==> src/rtl/hyper_tx_sched.sv <==
// hyper_tx_sched
// Two-channel transmit scheduler in front of a HyperBus TX buffer.
// A round-robin arbiter accepts one command at a time from channel 0 or 1.
// The accepted command fields are latched onto the buffer configuration
// outputs. The granted channel's data stream is then routed to the buffer
// until the byte count is exhausted. The block then waits for the PHY to
// report end of transaction and pulses the owning channel's done output.
//
// Ports
//   clk_i, rst_i                      clock, synchronous active-high reset
//   chN_cmd_valid_i / chN_cmd_ready_o command handshake per channel
//   chN_addr_space_i, chN_burst_type_i, chN_mem_sel_i, chN_odd_i, chN_len_i
//                                     command fields (len in bytes)
//   chN_data_valid_i / chN_data_i / chN_data_ready_o  per-channel data stream
//   buf_valid_o / buf_data_o / buf_ready_i            buffer-side data stream
//   buf_dst_ready_o                   PHY enable (high while a transfer is open)
//   mem_sel_o, cfg_addr_space_o, burst_type_o, hyper_odd_saaddr_o,
//   remained_data_o                   latched configuration / bytes remaining
//   phy_done_i, abort_i               PHY end-of-transaction pulse, abort
//   chN_done_o, busy_o, grant_o       completion pulses, busy, owning channel
//   state_dbg_o                       current FSM state, for observation only
//
// Handshakes: a transfer happens on a cycle where valid and ready are both
// high at the rising edge. Valid never depends on ready. Ready may be high
// without valid.
module hyper_tx_sched #(
   parameter int TRANS_SIZE = 16
) (
   input  logic                  clk_i,
   input  logic                  rst_i,
   input  logic                  ch0_cmd_valid_i,
   output logic                  ch0_cmd_ready_o,
   input  logic                  ch0_addr_space_i,
   input  logic                  ch0_burst_type_i,
   input  logic [1:0]            ch0_mem_sel_i,
   input  logic                  ch0_odd_i,
   input  logic [TRANS_SIZE-1:0] ch0_len_i,
   input  logic                  ch0_data_valid_i,
   input  logic [31:0]           ch0_data_i,
   output logic                  ch0_data_ready_o,
   input  logic                  ch1_cmd_valid_i,
   output logic                  ch1_cmd_ready_o,
   input  logic                  ch1_addr_space_i,
   input  logic                  ch1_burst_type_i,
   input  logic [1:0]            ch1_mem_sel_i,
   input  logic                  ch1_odd_i,
   input  logic [TRANS_SIZE-1:0] ch1_len_i,
   input  logic                  ch1_data_valid_i,
   input  logic [31:0]           ch1_data_i,
   output logic                  ch1_data_ready_o,
   output logic                  buf_valid_o,
   output logic [31:0]           buf_data_o,
   input  logic                  buf_ready_i,
   output logic                  buf_dst_ready_o,
   output logic [1:0]            mem_sel_o,
   output logic                  cfg_addr_space_o,
   output logic                  burst_type_o,
   output logic                  hyper_odd_saaddr_o,
   output logic [TRANS_SIZE-1:0] remained_data_o,
   input  logic                  phy_done_i,
   input  logic                  abort_i,
   output logic                  ch0_done_o,
   output logic                  ch1_done_o,
   output logic                  busy_o,
   output logic                  grant_o,
   output logic [1:0]            state_dbg_o
);

   typedef enum logic [1:0] {
      IDLE  = 2'd0,
      XFER  = 2'd1,
      DRAIN = 2'd2
   } state_e;

   localparam logic [TRANS_SIZE-1:0] BEAT_BYTES = TRANS_SIZE'(4);

   state_e                state_q, state_d;
   logic                  last_grant_q, last_grant_d;
   logic                  grant_q, grant_d;
   logic [1:0]            mem_sel_q, mem_sel_d;
   logic                  addr_space_q, addr_space_d;
   logic                  burst_type_q, burst_type_d;
   logic                  odd_q, odd_d;
   logic [TRANS_SIZE-1:0] rem_q, rem_d;
   logic [1:0]            done_q, done_d;

   logic                  winner;
   logic                  accept;
   logic                  beat;
   logic                  sel_addr_space;
   logic                  sel_burst_type;
   logic [1:0]            sel_mem_sel;
   logic                  sel_odd;
   logic [TRANS_SIZE-1:0] sel_len;

   // Round robin: on contention the channel that did not win last time wins.
   // With no contention, channel 1 wins only if it is the sole requester.
   always_comb begin
      if (ch0_cmd_valid_i && ch1_cmd_valid_i) begin
         winner = ~last_grant_q;
      end else begin
         winner = ch1_cmd_valid_i;
      end
   end

   assign ch0_cmd_ready_o = (state_q == IDLE) && (winner == 1'b0);
   assign ch1_cmd_ready_o = (state_q == IDLE) && (winner == 1'b1);
   assign accept = (state_q == IDLE) && (winner ? ch1_cmd_valid_i : ch0_cmd_valid_i);

   assign sel_addr_space = winner ? ch1_addr_space_i : ch0_addr_space_i;
   assign sel_burst_type = winner ? ch1_burst_type_i : ch0_burst_type_i;
   assign sel_mem_sel    = winner ? ch1_mem_sel_i    : ch0_mem_sel_i;
   assign sel_odd        = winner ? ch1_odd_i        : ch0_odd_i;
   assign sel_len        = winner ? ch1_len_i        : ch0_len_i;

   // Data routing: only the granted channel is connected, and only in XFER.
   always_comb begin
      buf_valid_o      = 1'b0;
      buf_data_o       = '0;
      ch0_data_ready_o = 1'b0;
      ch1_data_ready_o = 1'b0;
      if (state_q == XFER) begin
         if (grant_q) begin
            buf_valid_o      = ch1_data_valid_i;
            buf_data_o       = ch1_data_i;
            ch1_data_ready_o = buf_ready_i;
         end else begin
            buf_valid_o      = ch0_data_valid_i;
            buf_data_o       = ch0_data_i;
            ch0_data_ready_o = buf_ready_i;
         end
      end
   end

   assign beat = (state_q == XFER) && buf_valid_o && buf_ready_i;

   // Next-state logic. Abort beats everything except reset. An abort in IDLE
   // also drops any command offered in that cycle. Done is registered, so
   // the pulse shows up in the first IDLE cycle. This keeps phy_done_i off
   // every combinational output path.
   always_comb begin
      state_d      = state_q;
      last_grant_d = last_grant_q;
      grant_d      = grant_q;
      mem_sel_d    = mem_sel_q;
      addr_space_d = addr_space_q;
      burst_type_d = burst_type_q;
      odd_d        = odd_q;
      rem_d        = rem_q;
      done_d       = 2'b00;
      if (abort_i) begin
         state_d = IDLE;
         rem_d   = '0;
      end else begin
         case (state_q)
            IDLE: begin
               if (accept) begin
                  mem_sel_d    = sel_mem_sel;
                  addr_space_d = sel_addr_space;
                  burst_type_d = sel_burst_type;
                  odd_d        = sel_odd;
                  rem_d        = sel_len;
                  grant_d      = winner;
                  last_grant_d = winner;
                  // Register accesses and empty transfers carry no data beats.
                  if (sel_addr_space || (sel_len == '0)) begin
                     state_d = DRAIN;
                  end else begin
                     state_d = XFER;
                  end
               end
            end
            XFER: begin
               if (beat) begin
                  // Saturating decrement: a non-multiple-of-4 tail counts as a full beat.
                  if (rem_q > BEAT_BYTES) begin
                     rem_d = rem_q - BEAT_BYTES;
                  end else begin
                     rem_d   = '0;
                     state_d = DRAIN;
                  end
               end
            end
            DRAIN: begin
               if (phy_done_i) begin
                  state_d         = IDLE;
                  done_d[grant_q] = 1'b1;
               end
            end
            default: begin
               state_d = IDLE;
            end
         endcase
      end
   end

   always_ff @(posedge clk_i) begin
      if (rst_i) begin
         state_q      <= IDLE;
         last_grant_q <= 1'b1;
         grant_q      <= 1'b0;
         mem_sel_q    <= 2'b00;
         addr_space_q <= 1'b0;
         burst_type_q <= 1'b0;
         odd_q        <= 1'b0;
         rem_q        <= '0;
         done_q       <= 2'b00;
      end else begin
         state_q      <= state_d;
         last_grant_q <= last_grant_d;
         grant_q      <= grant_d;
         mem_sel_q    <= mem_sel_d;
         addr_space_q <= addr_space_d;
         burst_type_q <= burst_type_d;
         odd_q        <= odd_d;
         rem_q        <= rem_d;
         done_q       <= done_d;
      end
   end

   assign mem_sel_o          = mem_sel_q;
   assign cfg_addr_space_o   = addr_space_q;
   assign burst_type_o       = burst_type_q;
   assign hyper_odd_saaddr_o = odd_q;
   assign remained_data_o    = rem_q;
   assign grant_o            = grant_q;
   assign ch0_done_o         = done_q[0];
   assign ch1_done_o         = done_q[1];
   assign busy_o             = (state_q != IDLE);
   assign buf_dst_ready_o    = (state_q != IDLE);
   assign state_dbg_o        = state_q;

endmodule

==> config.mk <==
export PLATFORM = sky130hd
export DESIGN_NAME = hyper_tx_sched
export DESIGN_NICKNAME = d
export VERILOG_FILES = /design/src/rtl/hyper_tx_sched.sv
export SDC_FILE = /design/constraint.sdc
export NUM_CORES = 1
export LEC_CHECK = 0
export CAP_MARGIN = 20
export CORE_MARGIN = 1
export CORE_UTILIZATION = 31
export CTS_BUF_LIST = sky130_fd_sc_hd__clkbuf_4
export DETAILED_ROUTE_END_ITERATION = 10
export PLACE_DENSITY = 0.89
export SYNTH_ARGS = -nofsm -noshare
export SYNTH_HDL_FRONTEND = slang
export SYNTH_SLANG_ARGS = --single-unit
==> constraint.sdc <==
create_clock -name clk_i -period 2.1 [get_ports clk_i]
set_clock_uncertainty 0.1 [all_clocks]
set_input_delay 0.42 -clock clk_i [delete_from_list [all_inputs] [get_ports clk_i]]
set_output_delay 0.42 -clock clk_i [all_outputs]
set_load 0.01 [all_outputs]
==> impl_metrics.yaml <==
status:
  status: "finished, final reports clean"
finish:
  layout_commonest_cell: "clkdlybuf4s50_1"
  fill_cells: 609
  layout_common_cells: "142 x clkdlybuf4s50_1, 55 x nor2_1, 49 x nand2_1"
  area_growth_pct: 99.0
  nets: 650
  antenna_cells: 0
  drive_gt1_share_pct: 16.5
  final_util_pct: 63.5
floorplanning:
  boundaryPins: 180
  die_h_um: 88.2
  core_area_sq_mm: 0.00721
  rows: 31
  die_x_um: 88.2
  start_util_pct: 31.9
  die-area_sq_mm: 0.00777
setup_path:
  path_max_fanout: 6
  crit_arrival_ns: 1.58
  cp.required_ns: 1.58
  cp-start-kind: "flip-flop"
  cp-end-kind: "primary output"
  r2r-start: "remained_data_o[3]"
  crit_type: "flip-flop to primary output"
  rrSetupSlack_ns: 0.02
  rr_worst_depth: 8
  crit_end: "buf_data_o[28]"
  r2r_end: "remained_data_o[13]"
  crit_path_start: "grant_o"
yosys:
  syn-cell-area_sq_mm: 0.00230
  yosysWarnings: 0
  syn_area_per_cell_sq_um: 7.02
  synth_edf_count: 0
  synthArstFlopShare_pct: 0
  synth_area_leaders: "dfxtp_1 23%, mux2i_1 15%, nor2_1 9.0%"
  yosysTopAreaCell: "dfxtp_1"
  ys_types: 52
  synth-seq-cells: 27
  synthCells: 328
  synth_nets: 445
  ys_seq_area_share_pct: 23.5
  synth-main-ff-cell: "dfxtp_1"
  synth_top_area_share_pct: 23.5
placement:
  gp_congestion: 0.940
  portBuffers: 179
  pre_cts_ws_ns: -0.207
  dp_hpwl_mm: 8.89
sta:
  post-route-period-util_pct: 100
  setup_viol: 0
  tightest_slew_ns: 0.415
  slew_violations: 0
  period_minus_slack_ns: 2.10
  whs_ns: 0.409
  relSlewSlack_pct: 72.1
  hold_violations: 0
  fmax_mhz: 476
  fin_ws_ns: 0.000631
  rsz0062_at_grt: "true"
power_and_ir_drop:
  power_density_mw_per_mm2: 403
  power_leakage_nw: 1.90
  power_w: 0.00185
  vdd_drop_max_mv: 0.267
cts:
  clock_path_buffers: 2
  cts_tree: "built"
  worstSkewPairLatency_ns: 0.35
  ctsHoldBuffers: 0
  htreeDepth: 1
  root_buffer: "clkbuf_4"
  cts_made_buffers: 3
  clkTransAtPathRegs_ns: 0.17
  clock_sinks: 27
hold_path:
  hp-class: "flip-flop to flip-flop"
  min_from: "burst_type_o"
route:
  vias: 3462
  ant_nets: 0
  dr.pass1.iters: 5
  first_iter_violations: 172
  wl_mm: 11.2
  drc_errors: 0
  wl_per_cell_um: 17.8
  viasPerCell: 5.49
global_routing:
  grt.overflow.total: 0
  grt_pass1_wl_mm: 16.0
  antenna_found_initial: 0
  grt_start_max_net_pins: 34
  grt_pass1_vias: 3321
  grtUsageTotal_pct: 26.9
job:
  drv_cap: 0
[area by class of cell]
cell class                      instances  area, sq um  share of cell area (%)
Clock buffer                            3         22.5                   0.492
Tap cell                               99          124                    2.70
Multi-Input combinational cell        270         1730                    37.7
Inverter                                6         22.5                   0.492
Timing Repair Buffer                  225         2130                    46.4
Clock inverter                          1         5.00                   0.109
Sequential cell                        27          552                    12.0
[cells by family (layout without fill, tap and decap cells)]
group | after synthesis | in the layout | share of synthesized area, %
buffers and inverters | 32 | 235 | 5.98
multiplexers | 35 | 35 | 15.2
adder cells (fa/ha/maj) | 2 | 2 | 1.09
AO/OA/AOI/OAI | 80 | 81 | 23.0
AND/OR/NAND/NOR | 152 | 152 | 31.3
flip-flops | 27 | 27 | 23.5
[synthesized netlist by cell type (2+ instances only)]
| cell type | count |
|---|---|
| nor4_1 | 10 |
| nor2_1 | 55 |
| nor2b_1 | 4 |
| nand3_1 | 6 |
| dfxtp_1 | 27 |
| mux2i_1 | 35 |
| nand4_1 | 2 |
| a41oi_1 | 4 |
| or2_1 | 2 |
| a21oi_1 | 30 |
| o21ai_0 | 9 |
| inv_1 | 6 |
| buf_2 | 5 |
| a31oi_1 | 8 |
| nand2_1 | 49 |
| nor3_1 | 7 |
| or3_1 | 2 |
| a21o_1 | 3 |
| a311oi_1 | 5 |
| nand4b_1 | 2 |
| clkbuf_1 | 14 |
| o22ai_1 | 4 |
| nor4b_1 | 2 |
| buf_1 | 5 |
| nand2b_1 | 2 |
| o211ai_1 | 3 |
| ha_1 | 2 |
[worst min-delay path by stage]
stage | cells past startpoint | slack, ns | to
floorplan | 1 | 0.40 | last_grant_q
detailed placement | 2 | 0.39 | burst_type_o
global route | 2 | 0.44 | burst_type_o
global placement | 2 | 0.38 | hyper_odd_saaddr_o
CTS | 2 | 0.41 | burst_type_o
finish | 2 | 0.41 | burst_type_o
[state kept, by name, summed over array words and instances, names as in the netlist]
register	count
remained_data_o	16
last_grant_q	1
cfg_addr_space_o	1
mem_sel_o	2
burst_type_o	1
done_q	2
state_dbg_o	2
grant_o	1
hyper_odd_saaddr_o	1
[per-stage QoR]
| stage | cells | setup TNS [ns] | area [sq um] |
|---|---|---|---|
| 2_1_floorplan | 328 | 0 | 2300 |
| 3_3_place_gp | 622 | -2.41 | 4430 |
| 5_1_grt | 631 | -0.124 | 4580 |
| 3_5_place_dp | 622 | -3.56 | 4430 |
| 4_1_cts | 627 | -0.612 | 4460 |
| 6_report | 631 | 0 | 4580 |
[routing by layer]
layer / vias up / routed length (um) / GRT usage, % / part of all wire [%]
met5: - / 0 / 0 / 0
met3: 52 / 1090 / 5.47 / 9.7
met2: 227 / 5830 / 52.0 / 52
li1: 1594 / - / - / -
met1: 1589 / 3720 / 26.4 / 33
met4: 0 / 581 / 14.5 / 5.2
[repair_timing]
item,4_1_cts,5_1_grt
resized for setup,45,40
pin swaps,2,3
buffers inserted,1,2
gates cloned,0,2
endpoints found under the setup margin,45,28
[worst max-delay path, stage by stage, from the launching register on]
cell	delay [ns]
dfxtp_4	0.41
buf_4	0.13
buf_6	0.12
mux2i_2	0.23
nor2_1	0.06
dlygate4sd2_1	0.28
[power by group]
group	internal [W]	total (W)	switching, W
logic	0.000558	0.00102	0.000467
registers	0.000546	0.000579	0.0000335
clock network	0.0000718	0.000242	0.000170
total	0.00118	0.00185	0.000671
No activity file was read; power rests on OpenSTA's default activity.
